<file path="src/rtl/filter_ctrl_pkg.sv">
// Shared types and constants for the 5x5 line-buffer sequencing controller.
package filter_ctrl_pkg;

  typedef enum logic [2:0] {
    IDLE,
    FILL,
    RUN,
    GAP,
    FLUSH,
    DONE
  } state_t;

  localparam logic [3:0] PAD_TOP0 = 4'b0001;
  localparam logic [3:0] PAD_TOP1 = 4'b0010;
  localparam logic [3:0] PAD_BOT0 = 4'b0100;
  localparam logic [3:0] PAD_BOT1 = 4'b1000;

endpackage

</file>
<file path="src/rtl/filter_col_cnt.sv">
// Up-counter with synchronous clear (priority over enable) and a terminal-count compare.
module filter_col_cnt #(
  parameter int unsigned W = 12
) (
  input  logic         clk,
  input  logic         rstn,
  input  logic         clr,
  input  logic         en,
  input  logic [W-1:0] last,
  output logic [W-1:0] cnt,
  output logic         tc
);

  always_ff @(posedge clk or negedge rstn) begin
    if (!rstn)    cnt <= '0;
    else if (clr) cnt <= '0;
    else if (en)  cnt <= cnt + 1'b1;
  end

  assign tc = (cnt == last);

endmodule

</file>
<file path="src/rtl/filter_line_ctrl_5x5.sv">
// Column/line sequencer for the 5x5 window-align stage: read enable, memory rotation,
// addresses, vertical pad flags and the two synthesised flush lines at frame end.
module filter_line_ctrl_5x5
  import filter_ctrl_pkg::*;
#(
  parameter int unsigned MEM_ADDR_WIDTH = 11,
  parameter int unsigned H_ACT          = 1920,
  parameter int unsigned V_ACT          = 1080,
  parameter int unsigned FLUSH_GAP      = 280
) (
  input  logic                      clk,
  input  logic                      rstn,
  input  logic                      i_vsync,
  input  logic                      i_de,
  output logic                      o_mem_ren,
  output logic [1:0]                o_mem_sel,
  output logic [MEM_ADDR_WIDTH-1:0] o_mem_waddr,
  output logic [MEM_ADDR_WIDTH-1:0] o_mem_raddr,
  output logic [3:0]                o_pad_y,
  output logic                      o_busy,
  output logic                      o_frame_done,
  output logic                      o_err
);

  localparam int unsigned TMAX = (FLUSH_GAP > H_ACT) ? FLUSH_GAP : H_ACT;
  localparam int unsigned TW   = $clog2(TMAX + 1);
  localparam int unsigned LW   = $clog2(V_ACT + 3);

  localparam logic [MEM_ADDR_WIDTH-1:0] LINE_LEN   = MEM_ADDR_WIDTH'(H_ACT);
  localparam logic [TW-1:0]             GAP_LAST   = TW'(FLUSH_GAP - 2);
  localparam logic [TW-1:0]             FLUSH_LAST = TW'(H_ACT - 1);

  state_t                    state;
  logic [LW-1:0]             line;
  logic                      act_d1, act_d2, flush_ren;
  logic [1:0]                sel;
  logic [3:0]                pad;
  logic [MEM_ADDR_WIDTH-1:0] waddr;
  logic                      err, frame_done;

  logic                      de_ok, act, line_end, sel_edge;
  logic [MEM_ADDR_WIDTH-1:0] col;
  logic                      col_tc;
  logic                      tmr_en, tmr_clr, tmr_tc;
  logic [TW-1:0]             tmr_last, tmr_cnt_unused;

  // Line index L maps to centre line c = L-2; input lines 0 and 1 have no centre yet.
  function automatic logic [3:0] pad_of(input logic [LW-1:0] l);
    pad_of = '0;
    if (l == LW'(2))              pad_of = PAD_TOP0;
    else if (l == LW'(3))         pad_of = PAD_TOP1;
    else if (l == LW'(V_ACT + 1)) pad_of = PAD_BOT0;
    else if (l == LW'(V_ACT))     pad_of = PAD_BOT1;
  endfunction

  assign de_ok    = rstn & i_de & ~i_vsync & (state inside {IDLE, FILL, RUN});
  assign act      = de_ok | flush_ren;
  assign line_end = act_d1 & ~act;
  assign sel_edge = act_d2 & ~act_d1;

  filter_col_cnt #(.W(MEM_ADDR_WIDTH)) u_col (
    .clk  (clk),
    .rstn (rstn),
    .clr  (i_vsync | line_end),
    .en   (act),
    .last (LINE_LEN),
    .cnt  (col),
    .tc   (col_tc)
  );

  // The line-end cycle is the first idle cycle, so GAP itself runs FLUSH_GAP-1 cycles.
  assign tmr_en   = (state == GAP) | flush_ren;
  assign tmr_clr  = i_vsync | ~tmr_en | tmr_tc;
  assign tmr_last = flush_ren ? FLUSH_LAST : GAP_LAST;

  filter_col_cnt #(.W(TW)) u_tmr (
    .clk  (clk),
    .rstn (rstn),
    .clr  (tmr_clr),
    .en   (tmr_en),
    .last (tmr_last),
    .cnt  (tmr_cnt_unused),
    .tc   (tmr_tc)
  );

  always_ff @(posedge clk or negedge rstn) begin
    if (!rstn) begin
      state      <= IDLE;
      line       <= '0;
      act_d1     <= 1'b0;
      act_d2     <= 1'b0;
      flush_ren  <= 1'b0;
      sel        <= '0;
      pad        <= '0;
      waddr      <= '0;
      err        <= 1'b0;
      frame_done <= 1'b0;
    end else if (i_vsync) begin
      state      <= IDLE;
      line       <= '0;
      act_d1     <= 1'b0;
      act_d2     <= 1'b0;
      flush_ren  <= 1'b0;
      sel        <= '0;
      pad        <= '0;
      waddr      <= '0;
      err        <= 1'b0;
      frame_done <= 1'b0;
    end else begin
      act_d1     <= act;
      act_d2     <= act_d1;
      waddr      <= col;
      frame_done <= 1'b0;
      if (line_end) begin
        line <= line + 1'b1;
        if (!col_tc) err <= 1'b1;
      end
      if (sel_edge) begin
        sel <= sel + 2'd1;
        pad <= pad_of(line);
      end
      if (flush_ren && tmr_tc) flush_ren <= 1'b0;
      case (state)
        IDLE:  if (de_ok) state <= FILL;
        FILL:  if (line_end && line == LW'(1)) state <= RUN;
        RUN:   if (line_end && line == LW'(V_ACT - 1)) state <= GAP;
        GAP:   if (tmr_tc) begin
                 state     <= FLUSH;
                 flush_ren <= 1'b1;
               end
        FLUSH: if (line_end) begin
                 if (line == LW'(V_ACT)) begin
                   state <= GAP;
                 end else begin
                   state      <= DONE;
                   frame_done <= 1'b1;
                 end
               end
        DONE: begin
          state <= IDLE;
          line  <= '0;
        end
        default: state <= IDLE;
      endcase
    end
  end

  assign o_mem_ren    = ((state == RUN) & de_ok) | flush_ren;
  assign o_mem_sel    = sel;
  assign o_mem_waddr  = waddr;
  assign o_mem_raddr  = col;
  assign o_pad_y      = pad;
  assign o_busy       = (state inside {FILL, RUN, GAP, FLUSH}) | ((state == IDLE) & de_ok);
  assign o_frame_done = frame_done;
  assign o_err        = err;

endmodule
</file>
<file path="config.mk">
export PLATFORM = sky130hd
export DESIGN_NAME = filter_line_ctrl_5x5
export DESIGN_NICKNAME = d
export VERILOG_FILES = /design/src/rtl/filter_ctrl_pkg.sv /design/src/rtl/filter_col_cnt.sv /design/src/rtl/filter_line_ctrl_5x5.sv
export SDC_FILE = /design/constraint.sdc
export NUM_CORES = 1
export LEC_CHECK = 0
export CAP_MARGIN = 30
export CORE_ASPECT_RATIO = 2
export CORE_MARGIN = 4
export CORE_UTILIZATION = 38
export DETAILED_ROUTE_END_ITERATION = 10
export GPL_TIMING_DRIVEN = 1
export PLACE_DENSITY_LB_ADDON = 0.05
export SLEW_MARGIN = 20
export SYNTH_ARGS = -nofsm -noshare
export SYNTH_HDL_FRONTEND = slang
export SYNTH_SLANG_ARGS = --single-unit
</file>
<file path="constraint.sdc">
create_clock -name clk -period 2.7 [get_ports clk]
set_input_delay 0.54 -clock clk [delete_from_list [all_inputs] [get_ports clk]]
set_output_delay 0.54 -clock clk [all_outputs]
set_load 0.03 [all_outputs]
</file>
### Yosys cells after proc, flatten, opt, wreduce, memory -nomap -nowiden

Cells that the tools add are included.

| storage, ports and cells | value |
|---|---|
| logic and storage cells | 104 |
| input port bits | 4 |
| register bits | 58 |
| output and inout bits | 32 |

| cells by class | value |
|---|---|
| equality and inequality tests | 19 |
| reductions and logical operators | 13 |
| multiplexer cells | 38 |
| bitwise gates (word level) | 18 |
| add/subtract/negate cells | 4 |

Operators with widths:

| kind | count |
|---|---|
| two-way mux 11 bit | 9 |
| equality test 11 bit (second input constant) | 4 |
| adder 11 x 1 -> 11 bit (second input constant) | 3 |
| two-way mux 4 bit | 6 |
| equality test 11 x 2 -> 1 bit (second input constant) | 2 |
| two-way mux 3 bit | 7 |
| one-hot mux 3 bit (5 select lines) | 1 |
| two-way mux 1 bit | 13 |
| equality test 11 x 1 -> 1 bit (second input constant) | 1 |
| equality test 11 bit | 1 |
| != test 3 bit (second input constant) | 3 |
| nonzero test 2 bit | 4 |
| AND 1 bit | 7 |
| bitwise OR 1 bit | 7 |
| equality test 3 x 2 -> 1 bit (second input constant) | 2 |
| equality test 3 bit (second input constant) | 2 |
| != test 3 x 2 -> 1 bit (second input constant) | 2 |
| nonzero test 3 bit | 2 |
| AND reduction 5 bit | 1 |
| two-way mux 2 bit | 2 |
| inverter 1 bit | 4 |
| nonzero test 4 bit | 1 |
| equality test 3 x 1 -> 1 bit (second input constant) | 1 |
| logical AND 1 bit | 3 |
| other kinds (4) | 4 |

### Depth between registers and ports, before layout

| depth | value |
|---|---|
| word-level depth | 10 |
| gate-level depth with buffers | 8 |
| mapped depth without buffers | 7 |

### Cells and area by module

Synthesis repeated with hierarchy kept, for this count alone.

| unflattened totals | value |
|---|---|
| cells, all modules | 318 |
| area total of the unflattened synthesis | 3,134.3 um2 |

By module, submodules not included:

| module | times used | cells each | seq. area each (um2) | area each (um2) |
|---|---|---|---|---|
| filter_line_ctrl_5x5 | 1 | 180 | 900.9 | 1,785.5 |
| filter_col_cnt | 2 | 69 | 275.3 | 674.4 |

### Worst setup path after synthesis

Ideal clock, no wire load.

| timing path | value |
|---|---|
| path type | reg-to-reg |
| start | register line[7] |
| end | register state[1] |
| arrival | 1,949 ps |
| path slack | 683 ps |
| path buffers | 0 |
| required time | 2,631 ps |
| period minus slack after synthesis | 2,017 ps |
| stages on the path, launching flop included | 7 |
| cell sequence | dfrtp_1 or4_4 nor3_2 a2bb2oi_2 o311ai_2 or4_1 nand3_1 |

| between the ends | value |
|---|---|
| longest elaborated chain between the ends | 5 |
| elaborated cells between the ends (all ways) | 12 |
| classes of those cells | eq/ne: 5; mux: 4; reduce/logical: 3 |

Ends and longest elaborated chain:

| element | line | source |
|---|---|---|
| from (decl) | filter_line_ctrl_5x5.sv:34 | `logic [LW-1:0] line;` |
| from (signal assigned) | filter_line_ctrl_5x5.sv:115 | `line <= line + 1'b1;` |
| equality test 11 bit | filter_line_ctrl_5x5.sv:132 | `if (line == LW'(V_ACT)) begin` |
| two-way mux 3 bit | filter_line_ctrl_5x5.sv:132 |  |
| two-way mux 3 bit | filter_line_ctrl_5x5.sv:131 | `FLUSH: if (line_end) begin` |
| one-hot mux 3 bit (5 select lines) | filter_line_ctrl_5x5.sv:123 | `case (state)` |
| two-way mux 3 bit | filter_line_ctrl_5x5.sv:98 | `end else if (i_vsync) begin` |
| to (signal assigned) | filter_line_ctrl_5x5.sv:99 | `state <= IDLE;` |
| to (signal assigned) | filter_line_ctrl_5x5.sv:124 | `IDLE: if (de_ok) state <= FILL;` |
| to (signal assigned) | filter_line_ctrl_5x5.sv:133 | `state <= GAP;` |
| to (decl) | filter_line_ctrl_5x5.sv:33 | `state_t state;` |

Parallel ways exist; a longest one is shown, timed or not. The select of a mux whose other input is x is not followed.
A chain may end at the register's enable or synchronous reset.

### Worst setup path after layout

Same ends and word-level chain as after synthesis.

==> metrics.yaml <==
status: "finished, final reports clean"
numCtsBuffers: 9
cts_sinks: 58
cp-start-kind: "register"
nFillCells: 694
ys_seq_area_frac: 0.5041
gp_congestion: 0.8125
nets: 355
track_usage: 0.1698
io_pins: 36
vias: 2274
period_minus_slack_ns: 2.377
utilization: 0.4973
synth.most_common_cell: "dfrtp_1"
synth_seq_cells: 58
hold_ws_ns: 0.2696
first_global_vias: 2421
clk_latency_ns: 0.32
grt_overflow: 0
die_h_microns: 131.1
totalWireLength_microns: 7071
syn_area_sq_mm: 0.002879
worstMarginPinSlew_ns: 0.5776
firstDrtPassIters: 4
root_buffer: "clkbuf_16"
start_util: 0.3932
ant_nets: 0
drtIter0Drc: 97
coreArea_sq_mm: 0.007322
layout-drive-gt1-share: 0.1175
setup.worst_path.start: "line[7]"
grt_util_met3: 0.04275
totalPowerFinal_mw: 2.248
met2_usage: 0.2979
rr_startpoint: "line[7]"
finalCritPeriodShare: 0.8802
wl_per_cell_microns: 16.03
relSlewSlack: 0.6133
area_delta_synth_final_pct: 26.47
async_flop_share: 1.000
setup_ws_ns: 0.3234
pre_cts_ws_ns: -0.06661
ys.flop_type: "dfrtp_1"
critPathRequiredTime_ns: 2.96
hpwl_microns: 5137
path_max_fanout: 5
finalSetupViolCount: 0
drc: 0
critical_path_class: "reg -> reg"
slew_viol_final: 0
grtUsageMet1: 0.1836
antenna_cells: 0
synth_area_per_cell_sq_um: 9.759
ir_drop_mv: 0.3474
grt_setup_unrepaired: "no"
power_leakage_nw: 1.588
drv_cap: 0
clk_pin_slew_ns: 0.05
ys_types: 47
synth_top_area_share: 0.5041
yosysTopAreaCell: "dfrtp_1"
yosysWarnings: 0
cts_tree: "built"
synth_common_cells: "58 x dfrtp_1, 42 x nor2_1, 28 x nand2_1"
hp-class: "in -> async"
antenna_found_initial: 0
grt_max_degree: 35
critical_path_arrival_ns: 2.64
htree_levels: 3
busiest_layer: "met2"
hold_buffers: 0
postSynthCellCount: 295
viasPerCell: 5.156
synth.area.top_cells: "dfrtp_1 50%, nor2_1 5.5%, xor2_1 4.0%"
synthesis.nets: 306
hold_viol: 0
num_rows: 44
die_width_microns: 69.55
power_per_cell_area_mw_per_mm2: 617.5
die-area_sq_mm: 0.009118
synth-edff-count: 0
grt_pass1_wl_microns: 11900
cts_buffer_depth: 2
io_buffers: 35
fmax_mhz: 420.8
cp-end-kind: "register"
fin_skew_ns: 0.005084
-- worst paths after layout --
kind	end	slack [ns]	cells past startpoint
max in group asynchronous	o_mem_waddr[9]	1.65	3
min reg2reg	u_col.cnt[10]	0.51	1
max reg2reg	state[1]	0.32	5
min in group clk	u_col.cnt[10]	0.51	1
max	state[1]	0.32	5
min	line[6]	0.27	2
-- sequential cells by signal (all words and copies together) (netlist names) --
| signal | flops |
|---|---|
| line | 11 |
| act_d2 | 1 |
| o_mem_sel | 2 |
| u_col.cnt | 11 |
| o_mem_waddr | 11 |
| o_pad_y | 4 |
| act_d1 | 1 |
| o_err | 1 |
| u_tmr.cnt | 11 |
| state | 3 |
| o_frame_done | 1 |
| flush_ren | 1 |
-- metrics by stage --
stage | area, sq um | setup TNS, ns | std cells
floorplan | 2879 | 0 | 295
global placement | 3368 | 0 | 425
detailed placement | 3368 | -0.1532 | 425
CTS | 3633 | 0 | 441
global route | 3641 | 0 | 441
finish | 3641 | 0 | 441
-- routing by layer --
layer / vias to the layer above / share of wire
li1: 1122 / -
met1: 1095 / 0.40
met2: 41 / 0.53
met3: 16 / 0.029
met4: 0 / 0.032
met5: - / 0
-- where the power goes --
| part | switching [mW] | internal (mW) |
|---|---|---|
| clock | 0.369 | 0.640 |
| sequential | 0.0452 | 0.893 |
| combinational | 0.176 | 0.126 |
| total | 0.590 | 1.66 |
-- logic make-up (layout without fill, tap and decap cells) --
kind of cell               after synthesis  after routing  share of synthesized area
DFF                                     58             58                     0.5041
xor gates and xnor gates                21             21                    0.06389
and+or+nand+nor                        141            141                     0.2512
muxes                                    1              1                   0.003477
AOI/OAI and AO/OA                       49             49                     0.1104
buffers and inverters                   18             72                    0.03651
adders and majority gates                7              7                    0.03042
-- critical path, stage by stage, from the launching register on --
cell	delay, ns
dfrtp_1	0.43
or4_4	0.59
nor4_1	0.43
nand2_1	0.24
or4_1	0.52
nand3_1	0.10
-- cells in the final DEF (no fill, tap or decap), drive strengths merged, types with 2 or more instances in the layout --
master         count
dfrtp             58
nor2              42
clkdlybuf4s50     32
nand2             28
o21ai             19
a21oi             14
buf               14
nor2b             13
nand3             13
xor2              13
clkbuf            13
inv                9
xnor2              8
nor3               8
nand4              7
ha                 7
and3               6
or3                5
or4                4
a21o               4
nand4b             3
clkinv             3
nor4               2
or2                2
a31oi              2
a41oi              2
-- layout make-up --
class                           count  area, sq um  share of cell area
Timing Repair Buffer               47        447.9              0.1230
Clock inverter                      3        15.01            0.004124
Inverter                            9        33.78            0.009278
Clock buffer                       13        250.2             0.06873
Multi-Input combinational cell    219         1328              0.3646
Sequential cell                    58         1451              0.3986
Tap cell                           92        115.1             0.03162
-- what timing repair did --
action                                  CTS  global route
hold endpoints to repair                  0             0
gates resized for setup                   0             1
endpoints found under the setup margin    0             1
buffers inserted                          0             0
(Power assumes the default switching activity.)
